==> src/rtl/alu_seq.sv <==
// Sequential RV32-style ALU: single-cycle ops complete in one cycle, while shifts
// iterate one bit per cycle through a small IDLE/SHIFT/DONE controller.
module alu_seq #(
    parameter int WIDTH = 32
) (
    input  logic             clk,
    input  logic             reset,
    input  logic             start,
    input  logic [3:0]       alu_op,
    input  logic [WIDTH-1:0] operand_a,
    input  logic [WIDTH-1:0] operand_b,
    input  logic [WIDTH-1:0] pc,
    output logic             ready,
    output logic             done,
    output logic [WIDTH-1:0] result,
    output logic             zero,
    output logic             lt,
    output logic             ltu,
    output logic             err
);

    localparam int SHW = $clog2(WIDTH);

    localparam logic [3:0] OP_ADD   = 4'b0000;
    localparam logic [3:0] OP_SUB   = 4'b0001;
    localparam logic [3:0] OP_SLL   = 4'b0010;
    localparam logic [3:0] OP_SLT   = 4'b0011;
    localparam logic [3:0] OP_SLTU  = 4'b0100;
    localparam logic [3:0] OP_XOR   = 4'b0101;
    localparam logic [3:0] OP_SRL   = 4'b0110;
    localparam logic [3:0] OP_SRA   = 4'b0111;
    localparam logic [3:0] OP_OR    = 4'b1000;
    localparam logic [3:0] OP_AND   = 4'b1001;
    localparam logic [3:0] OP_LUI   = 4'b1010;
    localparam logic [3:0] OP_AUIPC = 4'b1011;

    typedef enum logic [1:0] {
        IDLE  = 2'd0,
        SHIFT = 2'd1,
        DONE  = 2'd2
    } state_t;

    state_t           state_q;
    logic [3:0]       op_q;
    logic [WIDTH-1:0] sh_q;
    logic [SHW-1:0]   cnt_q;
    logic             ready_q;
    logic             done_q;
    logic             err_q;
    logic [WIDTH-1:0] result_q;
    logic             zero_q;
    logic             lt_q;
    logic             ltu_q;

    logic [SHW-1:0]   shamt_d;
    logic             is_shift_d;
    logic             lt_d;
    logic             ltu_d;
    logic [WIDTH-1:0] result_d;
    logic [WIDTH-1:0] step_d;

    // Shift ops return operand_a unchanged here; only the shamt=0 case uses this path.
    function automatic logic [WIDTH-1:0] alu_eval(
        input logic [3:0]       op,
        input logic [WIDTH-1:0] a,
        input logic [WIDTH-1:0] b,
        input logic [WIDTH-1:0] pcv
    );
        logic signed [WIDTH-1:0] a_s;
        logic signed [WIDTH-1:0] b_s;
        a_s = a;
        b_s = b;
        case (op)
            OP_ADD:   alu_eval = a + b;
            OP_SUB:   alu_eval = a - b;
            OP_SLL,
            OP_SRL,
            OP_SRA:   alu_eval = a;
            OP_SLT:   alu_eval = {{(WIDTH-1){1'b0}}, (a_s < b_s)};
            OP_SLTU:  alu_eval = {{(WIDTH-1){1'b0}}, (a < b)};
            OP_XOR:   alu_eval = a ^ b;
            OP_OR:    alu_eval = a | b;
            OP_AND:   alu_eval = a & b;
            OP_LUI:   alu_eval = b;
            OP_AUIPC: alu_eval = pcv + b;
            default:  alu_eval = '0;
        endcase
    endfunction

    function automatic logic op_undefined(input logic [3:0] op);
        op_undefined = (op > OP_AUIPC);
    endfunction

    function automatic logic [WIDTH-1:0] shift_one(
        input logic [3:0]       op,
        input logic [WIDTH-1:0] v
    );
        case (op)
            OP_SLL:  shift_one = {v[WIDTH-2:0], 1'b0};
            OP_SRA:  shift_one = {v[WIDTH-1], v[WIDTH-1:1]};
            default: shift_one = {1'b0, v[WIDTH-1:1]};
        endcase
    endfunction

    always_comb begin
        shamt_d    = operand_b[SHW-1:0];
        is_shift_d = (alu_op == OP_SLL) || (alu_op == OP_SRL) || (alu_op == OP_SRA);
        lt_d       = ($signed(operand_a) < $signed(operand_b));
        ltu_d      = (operand_a < operand_b);
        result_d   = alu_eval(alu_op, operand_a, operand_b, pc);
        step_d     = shift_one(op_q, sh_q);
    end

    always_ff @(posedge clk) begin
        if (reset) begin
            state_q  <= IDLE;
            op_q     <= '0;
            sh_q     <= '0;
            cnt_q    <= '0;
            ready_q  <= 1'b1;
            done_q   <= 1'b0;
            err_q    <= 1'b0;
            result_q <= '0;
            zero_q   <= 1'b1;
            lt_q     <= 1'b0;
            ltu_q    <= 1'b0;
        end else begin
            case (state_q)
                IDLE: begin
                    if (start) begin
                        op_q    <= alu_op;
                        lt_q    <= lt_d;
                        ltu_q   <= ltu_d;
                        ready_q <= 1'b0;
                        if (is_shift_d && (shamt_d != '0)) begin
                            sh_q    <= operand_a;
                            cnt_q   <= shamt_d;
                            state_q <= SHIFT;
                        end else begin
                            result_q <= result_d;
                            zero_q   <= (result_d == '0);
                            err_q    <= op_undefined(alu_op);
                            done_q   <= 1'b1;
                            state_q  <= DONE;
                        end
                    end
                end
                SHIFT: begin
                    sh_q  <= step_d;
                    cnt_q <= cnt_q - 1'b1;
                    // Last bit: publish the result together with the done pulse.
                    if (cnt_q == SHW'(1)) begin
                        result_q <= step_d;
                        zero_q   <= (step_d == '0);
                        done_q   <= 1'b1;
                        state_q  <= DONE;
                    end
                end
                DONE: begin
                    done_q  <= 1'b0;
                    err_q   <= 1'b0;
                    ready_q <= 1'b1;
                    state_q <= IDLE;
                end
                default: begin
                    done_q  <= 1'b0;
                    err_q   <= 1'b0;
                    ready_q <= 1'b1;
                    state_q <= IDLE;
                end
            endcase
        end
    end

    assign ready  = ready_q;
    assign done   = done_q;
    assign err    = err_q;
    assign result = result_q;
    assign zero   = zero_q;
    assign lt     = lt_q;
    assign ltu    = ltu_q;

endmodule

==> config.mk <==
export PLATFORM = sky130hd
export DESIGN_NAME = alu_seq
export DESIGN_NICKNAME = d
export VERILOG_FILES = /design/src/rtl/alu_seq.sv
export SDC_FILE = /design/constraint.sdc
export NUM_CORES = 1
export LEC_CHECK = 0
export CAP_MARGIN = 40
export CORE_UTILIZATION = 54
export CTS_CLUSTER_DIAMETER = 40
export CTS_CLUSTER_SIZE = 14
export DETAILED_ROUTE_END_ITERATION = 8
export PLACE_DENSITY = 0.79
export SKIP_LAST_GASP = 1
export SLEW_MARGIN = 20
export SYNTH_ARGS = -nofsm -noshare
export SYNTH_HDL_FRONTEND = slang
export SYNTH_SLANG_ARGS = --single-unit
==> constraint.sdc <==
create_clock -name clk -period 6.7 [get_ports clk]
set_clock_uncertainty 0.05 [all_clocks]
set_input_delay 1.34 -clock clk [delete_from_list [all_inputs] [get_ports clk]]
set_output_delay 1.34 -clock clk [all_outputs]
set_load 0.005 [all_outputs]
======== Word level (Yosys, flattened, before mapping) ========
Index checks and enable logic that the tools add are counted.
cells by class
  reductions and logical operators ........ 17
  add/sub/neg operators ................... 4
  equal/unequal tests ..................... 19
  multiplexer cells ....................... 29
  $lt $le $gt $ge ......................... 3
  bitwise operators ....................... 4
operator list
  operator             count
  $pmux 32 s10         1
  $pmux 32 s2          3
  $mux 32              5
  $add 32x32->32       2
  $logic_not 32->1     2
  $lt 32x32->1         2
  $and 32x32->32       1
  $or 32x32->32        1
  $sub 32x32->32       1
  $xor 32x32->32       1
  $eq 4x3->1 const B   5
  $eq 4x4->1 const B   4
  $eq 4x2->1 const B   3
  $mux 5               2
  $pmux 5 s2           1
  $mux 1               9
  $reduce_and 3->1     3
  $ne 2x2->1 const B   4
  $pmux 1 s2           4
  $mux 2               3
  $reduce_and 2->1     3
  $eq 5x1->1 const B   1
  $reduce_bool 5->1    1
  $sub 5x1->5 const B  1
  other kinds (12)     13
word-level totals
  flip-flop bits (word level) ............. 81
  output and inout port bits .............. 38
  logic and storage cells ................. 87
  input port bits ......................... 103

======== Longest topological paths before layout ========
Gate-level depths: netlist (run 1).
  depth in word-level cells ............... 7
  gate-level depth with buffers ........... 19
  gate-level depth less buffers ........... 16

======== Worst setup path after synthesis (run 1) ========
OpenSTA, ideal clock, no wires.
  kind .................................... input to register
  from .................................... in alu_op[3]
  to ...................................... reg zero_q (netlist: zero)
  data arrival time ....................... 5.372 ns
  setup time .............................. 0.087 ns
  setup slack ............................. 1.191 ns
  stages .................................. 18
  required time ........................... 6.563 ns
  path buffers ............................ 3
  cell sequence ........................... buf_4 -> nor2b_1 -> clkbuf_1 -> nand3_1 -> clkbuf_1 -> mux2_2 -> ha_1 -> fa_1 -> nand3_1 -> a2111oi_2 -> nor3_1 -> a211oi_1 -> a211o_1 -> a221oi_1 -> nand4bb_1 -> nor4b_1 -> nand4_1 -> o31ai_1
on the way
  cells in the longest elaborated chain, start to end .. 7
  elaborated cells between the ends (all ways) .. 23
  those cells by class .................... 12 x eq/ne; 4 x mux; 7 x reduce/logical
RTL lines
  what                                      RTL line  text
  start, declared                           9         input logic [3:0] alu_op,
  $eq 4x2->1 or $eq 4x3->1 (tied branches)  73, 107
  $reduce_or 3->1                           73        case (op)
  $pmux 32 s10                              73
  $logic_not 32->1                          141       zero_q <= (result_d == '0);
  $mux 1                                    135       if (is_shift_d && (shamt_d != '0)) begin
  $mux 1                                    130       if (start) begin
  $pmux 1 s2                                128       case (state_q)
  end signal, assigned                      141
  end signal, assigned                      154       zero_q <= (step_d == '0);
  end, declared                             51        logic zero_q;
Several ways; a longest one is shown, not always the timed one. The select of a mux whose other input is x is not followed.
A chain may end at the register's enable or synchronous reset.

======== Final worst setup path (run 1) ========
Same ends and word-level chain as after synthesis.

==> impl_results.html, run 1 <==
<table>
<tr><th>Metric</th><th>Value</th></tr>
<tr><th colspan="2">Detailed routing</th></tr>
<tr><td>Via/cell ratio</td><td>between 6 and 7</td></tr>
<tr><td>Detailed-route DRC error count</td><td>0</td></tr>
<tr><td>Aggregate routed wire length</td><td>39,600 um</td></tr>
<tr><td>Initial DRT Pass Iterations</td><td>8</td></tr>
<tr><td>Drt wl/cell</td><td>around 22 um</td></tr>
<tr><td>Total vias in the final route</td><td>~12,000</td></tr>
<tr><td>Number of DRC markers after the initial detailed-route iteration</td><td>about 1,500</td></tr>
<tr><td>Count of antenna-violating nets left after detailed routing</td><td>0</td></tr>
<tr><th colspan="2">Placed design</th></tr>
<tr><td>Detail Placement HPWL</td><td>around 31,000 um</td></tr>
<tr><td>Place WS</td><td>between 200 and 300 ps</td></tr>
<tr><td>DP Cell Count</td><td>between 1,500 and 2,000</td></tr>
<tr><td>Routability cong.</td><td>between 1 and 1.5</td></tr>
<tr><td>Input/output buffers</td><td>140</td></tr>
<tr><td>Cell area after placement</td><td>~0.012 mm2</td></tr>
<tr><th colspan="2">Global routing</th></tr>
<tr><td>Number of global-route vias before repair</td><td>between 10,000 and 15,000</td></tr>
<tr><td>Global-route wire length before repair</td><td>between 60,000 and 70,000 um</td></tr>
<tr><td>Global router's overall resource usage</td><td>39.4%</td></tr>
<tr><td>Number of antenna violations at the first check in global routing</td><td>0</td></tr>
<tr><td>GR Overflow Total</td><td>0</td></tr>
<tr><td>Pin count of the biggest net entering global routing</td><td>just over 80</td></tr>
<tr><th colspan="2">Synth</th></tr>
<tr><td>Seq/Total Area, Yosys</td><td>15.4%</td></tr>
<tr><td>Yosys top cell area share</td><td>about 16%</td></tr>
<tr><td>Async set-or-reset flop fraction in the synthesized netlist</td><td>0%</td></tr>
<tr><td>Top cell types by occurrence after synthesis</td><td>sky130_fd_sc_hd__nand2_1 (185), sky130_fd_sc_hd__a21oi_1 (151), sky130_fd_sc_hd__ha_1 (136), sky130_fd_sc_hd__inv_1 (101), sky130_fd_sc_hd__nor2_1 (95)</td></tr>
<tr><td>Number of flops mapped to enable cells by yosys</td><td>0</td></tr>
<tr><td>Synth Instances</td><td>roughly 1,500</td></tr>
<tr><td>Avg Cell Area, Syn</td><td>~7.2 um2</td></tr>
<tr><td>Most used flip-flop cell after synthesis</td><td>sky130_fd_sc_hd__dfxtp_1</td></tr>
<tr><td>Synth Net Count</td><td>roughly 1,700</td></tr>
<tr><td>Distinct cells, synth</td><td>86</td></tr>
<tr><td>YS warnings</td><td>0</td></tr>
<tr><td>Library cell occupying the most area in the post-synthesis netlist</td><td>sky130_fd_sc_hd__ha_1</td></tr>
<tr><td>Top-count cell post-synth</td><td>sky130_fd_sc_hd__nand2_1</td></tr>
<tr><td>Main area contributors after synthesis</td><td>sky130_fd_sc_hd__ha_1 (16%), sky130_fd_sc_hd__dfxtp_1 (15%), sky130_fd_sc_hd__a21oi_1 (7.2%)</td></tr>
<tr><td>Post-synthesis cell area</td><td>between 0.01 and 0.015 mm2</td></tr>
<tr><td>Post-synthesis register bit count</td><td>between 80 and 90</td></tr>
<tr><th colspan="2">Floorplan</th></tr>
<tr><td>Overall die width</td><td>about 140 um</td></tr>
<tr><td>Effective utilization at floorplan</td><td>between 50% and 60%</td></tr>
<tr><td>Number of top-level pins</td><td>between 100 and 150</td></tr>
<tr><td>Site Rows</td><td>50</td></tr>
<tr><td>Die ar.</td><td>around 0.020 mm2</td></tr>
<tr><td>Die height</td><td>about 140 um</td></tr>
<tr><td>Total core area</td><td>about 0.019 mm2</td></tr>
<tr><th colspan="2">Clock network</th></tr>
<tr><td>Count of cells resized by post-cts repair</td><td>0</td></tr>
<tr><td>Sink count of the clock tree</td><td>between 80 and 90</td></tr>
<tr><td>Clock tree from TritonCTS</td><td>done</td></tr>
<tr><td>Clk slew on worst S/H paths</td><td>approximately 60 ps</td></tr>
<tr><td>Cell chosen for the clock root</td><td>sky130_fd_sc_hd__clkbuf_16</td></tr>
<tr><td>Clock network latency to the later pin of the worst-skew pair</td><td>roughly 340 ps</td></tr>
<tr><td>Total CTS buffers</td><td>9</td></tr>
<tr><td>Post CTS Setup Buffer Count</td><td>0</td></tr>
<tr><td>Maximum level of the CTS H-tree</td><td>3</td></tr>
<tr><td>Max Root-Sink Buffers</td><td>2</td></tr>
<tr><td>Number of hold buffers added after cts</td><td>0</td></tr>
<tr><th colspan="2">Layout</th></tr>
<tr><td>Fraction of layout cells with a size suffix above 1</td><td>under 10%</td></tr>
<tr><td>Layout-stage area growth over the synthesis result</td><td>18.6%</td></tr>
<tr><td>Final non-filler cell total</td><td>approximately 1,800</td></tr>
<tr><td>Final instance area</td><td>0.0124 mm2</td></tr>
<tr><td>Nets</td><td>roughly 1,800</td></tr>
<tr><td>Count of filler cells inserted in the layout</td><td>approximately 1,800</td></tr>
<tr><td>Antenna Cells</td><td>0</td></tr>
<tr><th colspan="2">Timing</th></tr>
<tr><td>Setup violation total in the final timing report</td><td>0</td></tr>
<tr><td>Worst-Margin Slew</td><td>859 ps</td></tr>
<tr><td>Setup WS post-layout</td><td>around 390 ps</td></tr>
<tr><td>Final hold viol count</td><td>0</td></tr>
<tr><td>Worst slew margin relative to its limit</td><td>roughly two fifths</td></tr>
<tr><td>Max Clk Rate</td><td>159 MHz</td></tr>
<tr><td>Total Neg Setup Slack</td><td>0 ps</td></tr>
<tr><td>Number of max-slew violations in the final report</td><td>0</td></tr>
<tr><td>Fin crit period</td><td>between 6000 and 7000 ps</td></tr>
<tr><td>Part of the cycle the worst path needs</td><td>a little over nine tenths</td></tr>
<tr><td>Setup repair after global routing missed its margin</td><td>false</td></tr>
<tr><th colspan="2">Critical path</th></tr>
<tr><td>Register-to-register setup slack</td><td>about 3200 ps</td></tr>
<tr><td>Worst r2r path cells</td><td>10</td></tr>
<tr><td>Arrival time of the worst setup path</td><td>about 6500 ps</td></tr>
<tr><td>Highest cell delay on the worst timing path</td><td>roughly 510 ps</td></tr>
<tr><td>Type of destination of the critical path</td><td>register</td></tr>
<tr><td>Chain of cells forming the critical path</td><td>clkdlybuf4s50_1 -&gt; nor2b_1 -&gt; nand3_2 -&gt; buf_4 -&gt; mux2_2 -&gt; ha_1 -&gt; a21oi_1 -&gt; a2111oi_2 -&gt; nor3_1 -&gt; xnor2_1 -&gt; a221oi_1 -&gt; o21ai_1 -&gt; nor4b_1 -&gt; nand4_1 -&gt; nor4_1 -&gt; nand4_1 -&gt; o31ai_1</td></tr>
<tr><td>Crit path top cell by count</td><td>sky130_fd_sc_hd__nand4_1</td></tr>
<tr><td>CP max stage cell</td><td>sky130_fd_sc_hd__nor4b_1</td></tr>
<tr><td>FF-to-FF Start</td><td>cnt_q[0]</td></tr>
<tr><td>Dominant delay contributor by cell family on the critical path</td><td>simple AND/OR/NAND/NOR gates</td></tr>
<tr><td>Reg2reg end</td><td>zero</td></tr>
<tr><td>Critical path class</td><td>in2reg</td></tr>
<tr><td>CP Data Required Time</td><td>between 6000 and 7000 ps</td></tr>
<tr><td>Worst-path maximum fanout</td><td>31</td></tr>
<tr><td>Sort of element at the start of the critical path</td><td>input pin</td></tr>
<tr><td>Launch point of the worst path</td><td>alu_op[3]</td></tr>
<tr><td>Total buffers and inverters traversed by the critical path</td><td>2</td></tr>
<tr><th colspan="2">Status</th></tr>
<tr><td>Run status</td><td>complete, no violations</td></tr>
<tr><th colspan="2">Hold path</th></tr>
<tr><td>Class of the tightest hold or removal check</td><td>reg2reg</td></tr>
<tr><td>Source of the worst hold timing path</td><td>result[15]</td></tr>
<tr><td>Worst Hold Depth</td><td>2</td></tr>
<tr><td>Worst Hold Endpoint</td><td>result[15]</td></tr>
<tr><th colspan="2">Power and ir drop</th></tr>
<tr><td>Total power draw</td><td>approximately 2000 uW</td></tr>
<tr><td>Maximum ir drop on the vdd rail</td><td>115 uV</td></tr>
<tr><td>Leak pwr</td><td>between 0.005 and 0.006 uW</td></tr>
<tr><td>Power per cell area</td><td>about 160 mW/mm2</td></tr>
<tr><th colspan="2">Run</th></tr>
<tr><td>Total of max-cap violations</td><td>0</td></tr>
</table>
-- cell families after synthesis --
group	count (synthesis)	share of synthesized area (%)
muxes	52	5.34
and+or+nand+nor	461	20.4
adders and majority gates	138	16.6
DFF	81	15.4
xor gates and xnor gates	44	3.67
buffers and inverters	194	7.16
AOI/OAI and AO/OA	487	31.4
-- final cells by class --
type	instances	area [um2]	share of cell area, %
clock buffers	11	253	2.03
clock inverters	5	62.6	0.503
inverters	105	394	3.17
multi-input cells	1182	8150	65.5
flip-flops and latches	81	1620	13.0
well taps	260	325	2.61
repair buffers	171	1640	13.2
-- worst max path at each step --
stage,end,slack [ps],cells past startpoint
5_1_grt,zero,170,17
3_3_place_gp,zero,350,17
4_1_cts,zero,590,17
3_5_place_dp,zero,270,17
6_report,zero,390,17
2_1_floorplan,zero,1190,18
-- worst min-delay path: stages (launching register included) --
cell and delay [ps]:
sky130_fd_sc_hd__dfxtp_1 300, sky130_fd_sc_hd__nand2_1 50, sky130_fd_sc_hd__a21oi_1 50
-- state kept, by name (all words and copies together) (netlist names) --
signal   count
err          1
done         1
result      32
lt           1
cnt_q        5
sh_q        32
ltu          1
zero         1
state_q      2
ready        1
op_q         4
-- routing by layer --
layer / vias up / share of wire [%] / GRT usage [%]
li1: 5562 / - / -
met1: 5583 / 44 / 57.9
met2: 730 / 42 / 58.5
met3: 75 / 12 / 6.92
met4: 0 / 2.5 / 10.2
met5: - / 0 / 0
-- cell usage in the layout (no fill, tap or decap), types with 20 or more instances in the layout --
master,count
sky130_fd_sc_hd__buf_4,29
sky130_fd_sc_hd__dfxtp_1,81
sky130_fd_sc_hd__a21oi_1,151
sky130_fd_sc_hd__clkdlybuf4s50_1,139
sky130_fd_sc_hd__inv_1,101
sky130_fd_sc_hd__nor3_1,32
sky130_fd_sc_hd__ha_1,136
sky130_fd_sc_hd__nor2_1,93
sky130_fd_sc_hd__a22oi_1,27
sky130_fd_sc_hd__o21ai_0,58
sky130_fd_sc_hd__xnor2_1,31
sky130_fd_sc_hd__nand2_1,185
sky130_fd_sc_hd__mux2i_1,20
sky130_fd_sc_hd__nor4_1,25
sky130_fd_sc_hd__mux2_2,32
sky130_fd_sc_hd__a211oi_1,21
sky130_fd_sc_hd__nand3_1,41
sky130_fd_sc_hd__o211ai_1,59
-- per-stage QoR --
| stage | hold WS (ps) | util (%) |
|---|---|---|
| 6_report | 399 | 65.9 |
| 5_1_grt | 416 | 65.9 |
| 3_5_place_dp | 394 | 64.1 |
| 2_1_floorplan | 394 | - |
| 3_3_place_gp | 387 | 64.1 |
| 4_1_cts | 401 | 65.8 |
-- power breakdown --
| group | switching [uW] | total (uW) | internal [uW] |
|---|---|---|---|
| registers | 26.0 | 539 | 513 |
| clock network | 205 | 516 | 311 |
| logic | 541 | 898 | 358 |
Note: power is estimated with default switching activity, not from simulation.
==> inputs of run 2 (changes only) <==
--- a/config.mk
+++ b/config.mk
@@ -5,12 +5,14 @@
 export SDC_FILE = /design/constraint.sdc
 export NUM_CORES = 1
 export LEC_CHECK = 0
+export ABC_AREA = 1
 export CAP_MARGIN = 40
+export CORE_ASPECT_RATIO = 0.8
 export CORE_UTILIZATION = 54
 export CTS_CLUSTER_DIAMETER = 40
 export CTS_CLUSTER_SIZE = 14
 export DETAILED_ROUTE_END_ITERATION = 8
-export PLACE_DENSITY = 0.79
+export PLACE_DENSITY = 0.78
 export SKIP_LAST_GASP = 1
 export SLEW_MARGIN = 20
 export SYNTH_ARGS = -nofsm -noshare
==> run 2 against run 1 <==
  * Critical path depth grew 5
  * Worst hold slack gained 21 ps
  * Synthesized cell count grew 39%
  * Count of clock-buffer cells in the layout shrank 1
  * Register-to-register slack gained 250 ps
  * Routed wire length grew 12%
  * Clock power shrank 7.0%
  * Critical path type unchanged
  * Largest power group unchanged
==> impl_results.html, run 2 <==
<table>
<tr><th>Metric</th><th>Value</th></tr>
<tr><th colspan="2">Status</th></tr>
<tr><td>Run status</td><td>complete, no violations</td></tr>
<tr><th colspan="2">Detailed routing</th></tr>
<tr><td>Total vias in the final route</td><td>13,900</td></tr>
<tr><td>Aggregate routed wire length</td><td>between 40,000 and 50,000 um</td></tr>
<tr><td>Count of antenna-violating nets left after detailed routing</td><td>0</td></tr>
<tr><td>Via/cell ratio</td><td>about 5.8</td></tr>
<tr><td>Drt wl/cell</td><td>18.5 um</td></tr>
<tr><td>Number of DRC markers after the initial detailed-route iteration</td><td>about 1,700</td></tr>
<tr><td>Detailed-route DRC error count</td><td>0</td></tr>
<tr><td>Initial DRT Pass Iterations</td><td>6</td></tr>
<tr><th colspan="2">Placed design</th></tr>
<tr><td>Detail Placement HPWL</td><td>about 35,000 um</td></tr>
<tr><td>Place WS</td><td>just over 1000 ps</td></tr>
<tr><td>Input/output buffers</td><td>between 100 and 150</td></tr>
<tr><td>Routability cong.</td><td>~1.1</td></tr>
<tr><th colspan="2">Timing</th></tr>
<tr><td>Setup violation total in the final timing report</td><td>0</td></tr>
<tr><td>Total Neg Setup Slack</td><td>0 ps</td></tr>
<tr><td>Part of the cycle the worst path needs</td><td>between 80% and 90%</td></tr>
<tr><td>Number of max-slew violations in the final report</td><td>0</td></tr>
<tr><td>Max Clk Rate</td><td>roughly 180 MHz</td></tr>
<tr><td>Final hold viol count</td><td>0</td></tr>
<tr><td>Worst slew margin relative to its limit</td><td>roughly two fifths</td></tr>
<tr><td>Worst-Margin Slew</td><td>886 ps</td></tr>
<tr><td>Setup repair after global routing missed its margin</td><td>false</td></tr>
<tr><td>Setup WS post-layout</td><td>1240 ps</td></tr>
<tr><td>Fin crit period</td><td>around 5500 ps</td></tr>
<tr><th colspan="2">Floorplan</th></tr>
<tr><td>Total core area</td><td>about 0.021 mm2</td></tr>
<tr><td>Effective utilization at floorplan</td><td>55.2%</td></tr>
<tr><td>Site Rows</td><td>47</td></tr>
<tr><td>Die height</td><td>approximately 130 um</td></tr>
<tr><td>Number of top-level pins</td><td>141</td></tr>
<tr><td>Overall die width</td><td>around 160 um</td></tr>
<tr><td>Die ar.</td><td>between 0.02 and 0.025 mm2</td></tr>
<tr><th colspan="2">Power and ir drop</th></tr>
<tr><td>Pint</td><td>roughly 1200 uW</td></tr>
<tr><td>Leak pwr</td><td>~0.0066 uW</td></tr>
<tr><td>Net Switching</td><td>just under 900 uW</td></tr>
<tr><td>Switching Fraction</td><td>roughly 43%</td></tr>
<tr><td>Clock Power Share</td><td>between 20% and 30%</td></tr>
<tr><td>Power per cell area</td><td>approximately 150 mW/mm2</td></tr>
<tr><td>Register share of total power</td><td>28.1%</td></tr>
<tr><td>Maximum ir drop on the vdd rail</td><td>between 100 and 150 uV</td></tr>
<tr><td>Combinational power share</td><td>about half</td></tr>
<tr><th colspan="2">Synth</th></tr>
<tr><td>Number of flops mapped to enable cells by yosys</td><td>0</td></tr>
<tr><td>Seq/Total Area, Yosys</td><td>about 14%</td></tr>
<tr><td>Most used flip-flop cell after synthesis</td><td>sky130_fd_sc_hd__dfxtp_1</td></tr>
<tr><td>Synth Net Count</td><td>~2,300</td></tr>
<tr><td>Top cell types by occurrence after synthesis</td><td>sky130_fd_sc_hd__nand2_1 (612), sky130_fd_sc_hd__inv_1 (291), sky130_fd_sc_hd__nor2_1 (169), sky130_fd_sc_hd__o21ai_0 (158), sky130_fd_sc_hd__nand3_1 (147)</td></tr>
<tr><td>Post-synthesis cell area</td><td>0.0115 mm2</td></tr>
<tr><td>Distinct cells, synth</td><td>between 40 and 50</td></tr>
<tr><td>Post-synthesis register bit count</td><td>about 80</td></tr>
<tr><td>Top-count cell post-synth</td><td>sky130_fd_sc_hd__nand2_1</td></tr>
<tr><td>Async set-or-reset flop fraction in the synthesized netlist</td><td>0%</td></tr>
<tr><td>YS warnings</td><td>0</td></tr>
<tr><td>Main area contributors after synthesis</td><td>sky130_fd_sc_hd__nand2_1 (20%), sky130_fd_sc_hd__ha_1 (15%), sky130_fd_sc_hd__dfxtp_1 (14%)</td></tr>
<tr><td>Library cell occupying the most area in the post-synthesis netlist</td><td>sky130_fd_sc_hd__nand2_1</td></tr>
<tr><td>Avg Cell Area, Syn</td><td>between 5 and 6 um2</td></tr>
<tr><td>Synth Instances</td><td>about 2,000</td></tr>
<tr><td>Yosys top cell area share</td><td>between 20 and 25%</td></tr>
<tr><th colspan="2">Global routing</th></tr>
<tr><td>GR Overflow Total</td><td>0</td></tr>
<tr><td>Number of antenna violations at the first check in global routing</td><td>0</td></tr>
<tr><td>Met2 track demand over resource in global routing</td><td>between 60% and 70%</td></tr>
<tr><td>Global-route wire length before repair</td><td>67,000 um</td></tr>
<tr><td>Global router's overall resource usage</td><td>between 30 and 40%</td></tr>
<tr><td>Global Route met1 Usage</td><td>54.4%</td></tr>
<tr><td>Peak-usage layer in the global routing report</td><td>met2</td></tr>
<tr><td>Number of global-route vias before repair</td><td>approximately 12,000</td></tr>
<tr><td>Pin count of the biggest net entering global routing</td><td>75</td></tr>
<tr><td>Met3 global-route usage</td><td>6.23%</td></tr>
<tr><th colspan="2">Critical path</th></tr>
<tr><td>Chain of cells forming the critical path</td><td>clkdlybuf4s50_1 -&gt; nand4_1 -&gt; clkinv_1 -&gt; buf_4 -&gt; o21ai_0 -&gt; ha_1 -&gt; nand2_1 -&gt; inv_1 -&gt; nand2_1 -&gt; nor3_1 -&gt; nand3_1 -&gt; nand3_1 -&gt; nand2_1 -&gt; nand2_1 -&gt; nand2_1 -&gt; nand3_1 -&gt; nand3_1 -&gt; nor2_1 -&gt; nand4_1 -&gt; nand2_1 -&gt; nand2_1 -&gt; nand2_1</td></tr>
<tr><td>Highest cell delay on the worst timing path</td><td>740 ps</td></tr>
<tr><td>Crit path top cell by count</td><td>sky130_fd_sc_hd__nand2_1</td></tr>
<tr><td>Type of destination of the critical path</td><td>register</td></tr>
<tr><td>Worst-path maximum fanout</td><td>62</td></tr>
<tr><td>CP max stage cell</td><td>sky130_fd_sc_hd__clkdlybuf4s50_1</td></tr>
<tr><td>Sort of element at the start of the critical path</td><td>input pin</td></tr>
<tr><td>CP Data Required Time</td><td>6920 ps</td></tr>
<tr><td>Arrival time of the worst setup path</td><td>5690 ps</td></tr>
<tr><td>Total buffers and inverters traversed by the critical path</td><td>4</td></tr>
<tr><td>Dominant delay contributor by cell family on the critical path</td><td>simple AND/OR/NAND/NOR gates</td></tr>
<tr><td>Critical path class</td><td>in2reg</td></tr>
<tr><th colspan="2">Clock network</th></tr>
<tr><td>Number of hold buffers added after cts</td><td>0</td></tr>
<tr><td>Clock network latency to the later pin of the worst-skew pair</td><td>340 ps</td></tr>
<tr><td>Post CTS Setup Buffer Count</td><td>0</td></tr>
<tr><td>Clock tree from TritonCTS</td><td>done</td></tr>
<tr><td>Cell chosen for the clock root</td><td>sky130_fd_sc_hd__clkbuf_16</td></tr>
<tr><td>Maximum level of the CTS H-tree</td><td>3</td></tr>
<tr><td>Sink count of the clock tree</td><td>between 80 and 90</td></tr>
<tr><td>Total CTS buffers</td><td>9</td></tr>
<tr><td>Max Root-Sink Buffers</td><td>2</td></tr>
<tr><td>Count of cells resized by post-cts repair</td><td>0</td></tr>
<tr><td>Clk slew on worst S/H paths</td><td>60 ps</td></tr>
<tr><th colspan="2">Layout</th></tr>
<tr><td>Fraction of layout cells with a size suffix above 1</td><td>3.58%</td></tr>
<tr><td>Commonest cells after routing, fill and taps aside</td><td>sky130_fd_sc_hd__nand2_1 (612), sky130_fd_sc_hd__inv_1 (290), sky130_fd_sc_hd__nor2_1 (168)</td></tr>
<tr><td>Nets</td><td>2,361</td></tr>
<tr><td>Most frequent standard cell in the layout excluding fill and tap cells</td><td>sky130_fd_sc_hd__nand2_1</td></tr>
<tr><td>Antenna Cells</td><td>0</td></tr>
<tr><td>Layout-stage area growth over the synthesis result</td><td>15.9%</td></tr>
<tr><th colspan="2">Run</th></tr>
<tr><td>Total of max-cap violations</td><td>0</td></tr>
<tr><th colspan="2">Hold path</th></tr>
<tr><td>Class of the tightest hold or removal check</td><td>reg2reg</td></tr>
</table>
[run 2: kinds of logic after synthesis]
logic type / synth area share, %
AND/OR/NAND/NOR: 37.1
XOR/XNOR: 0.382
flip-flops: 14.1
AO/OA/AOI/OAI: 20.1
buffers and inverters: 13.1
adder cells (fa/ha/maj): 15.2
[run 2: power by group through the flow]
stage          combinational (uW)  clock [uW]  sequential [uW]
2_1_floorplan                 601           0              575
3_3_place_gp                  944           0              581
3_5_place_dp                  954           0              582
4_1_cts                       962         479              573
5_1_grt                      1080         499              579
6_report                      988         480              575
[run 2: path summary, 6_finish.rpt]
check | end | cells past startpoint | startpoint | slack (ps)
worst max-delay path | zero | 22 | alu_op[3] | 1240
worst min-delay path | result[31] | 2 | result[31] | 420
worst min register to register | result[31] | 2 | result[31] | 420
worst max register to register | result[23] | 10 | state_q[1] | 3430
[run 2: routing by layer]
layer  wire length, um  vias up
met5                 0        -
met4              2190        0
met3              3680      115
met2             18800      709
met1             19700     6294
li1                  -     6813
[run 2: worst reg2reg max path, cell delays in order (launching register included)]
cell and delay (ps):
sky130_fd_sc_hd__dfxtp_1 450, sky130_fd_sc_hd__nor2_2 70, sky130_fd_sc_hd__buf_4 260, sky130_fd_sc_hd__inv_2 560, sky130_fd_sc_hd__a31oi_1 190, sky130_fd_sc_hd__nor2_1 140, sky130_fd_sc_hd__nand2_1 150, sky130_fd_sc_hd__nor2_4 520
sky130_fd_sc_hd__buf_4 450, sky130_fd_sc_hd__o21ai_0 150, sky130_fd_sc_hd__a31oi_1 210
[run 2: cell type report]
cell class / instances / area, um2
clock buffers: 10 / 239
clock inverters: 6 / 50.0
fillers: 2101 / 7480
inverters: 312 / 1170
multi-input cells: 1565 / 8350
flip-flops and latches: 81 / 1620
well taps: 269 / 337
repair buffers: 151 / 1510
[run 2: per-stage QoR]
| step | cells | util [%] | instance area [um2] | hold WS, ps | power (uW) |
|---|---|---|---|---|---|
| after detailed placement | 2377 | 62.4 | 13000 | 414 | 1540 |
| after global routing | 2394 | 64.0 | 13300 | 442 | 2160 |
| after global placement | 2376 | 62.4 | 12900 | 397 | 1530 |
| after floorplan | 2023 | - | 11500 | 384 | 1180 |
| after CTS | 2393 | 63.8 | 13300 | 422 | 2010 |
| final | 2394 | 64.0 | 13300 | 420 | 2040 |
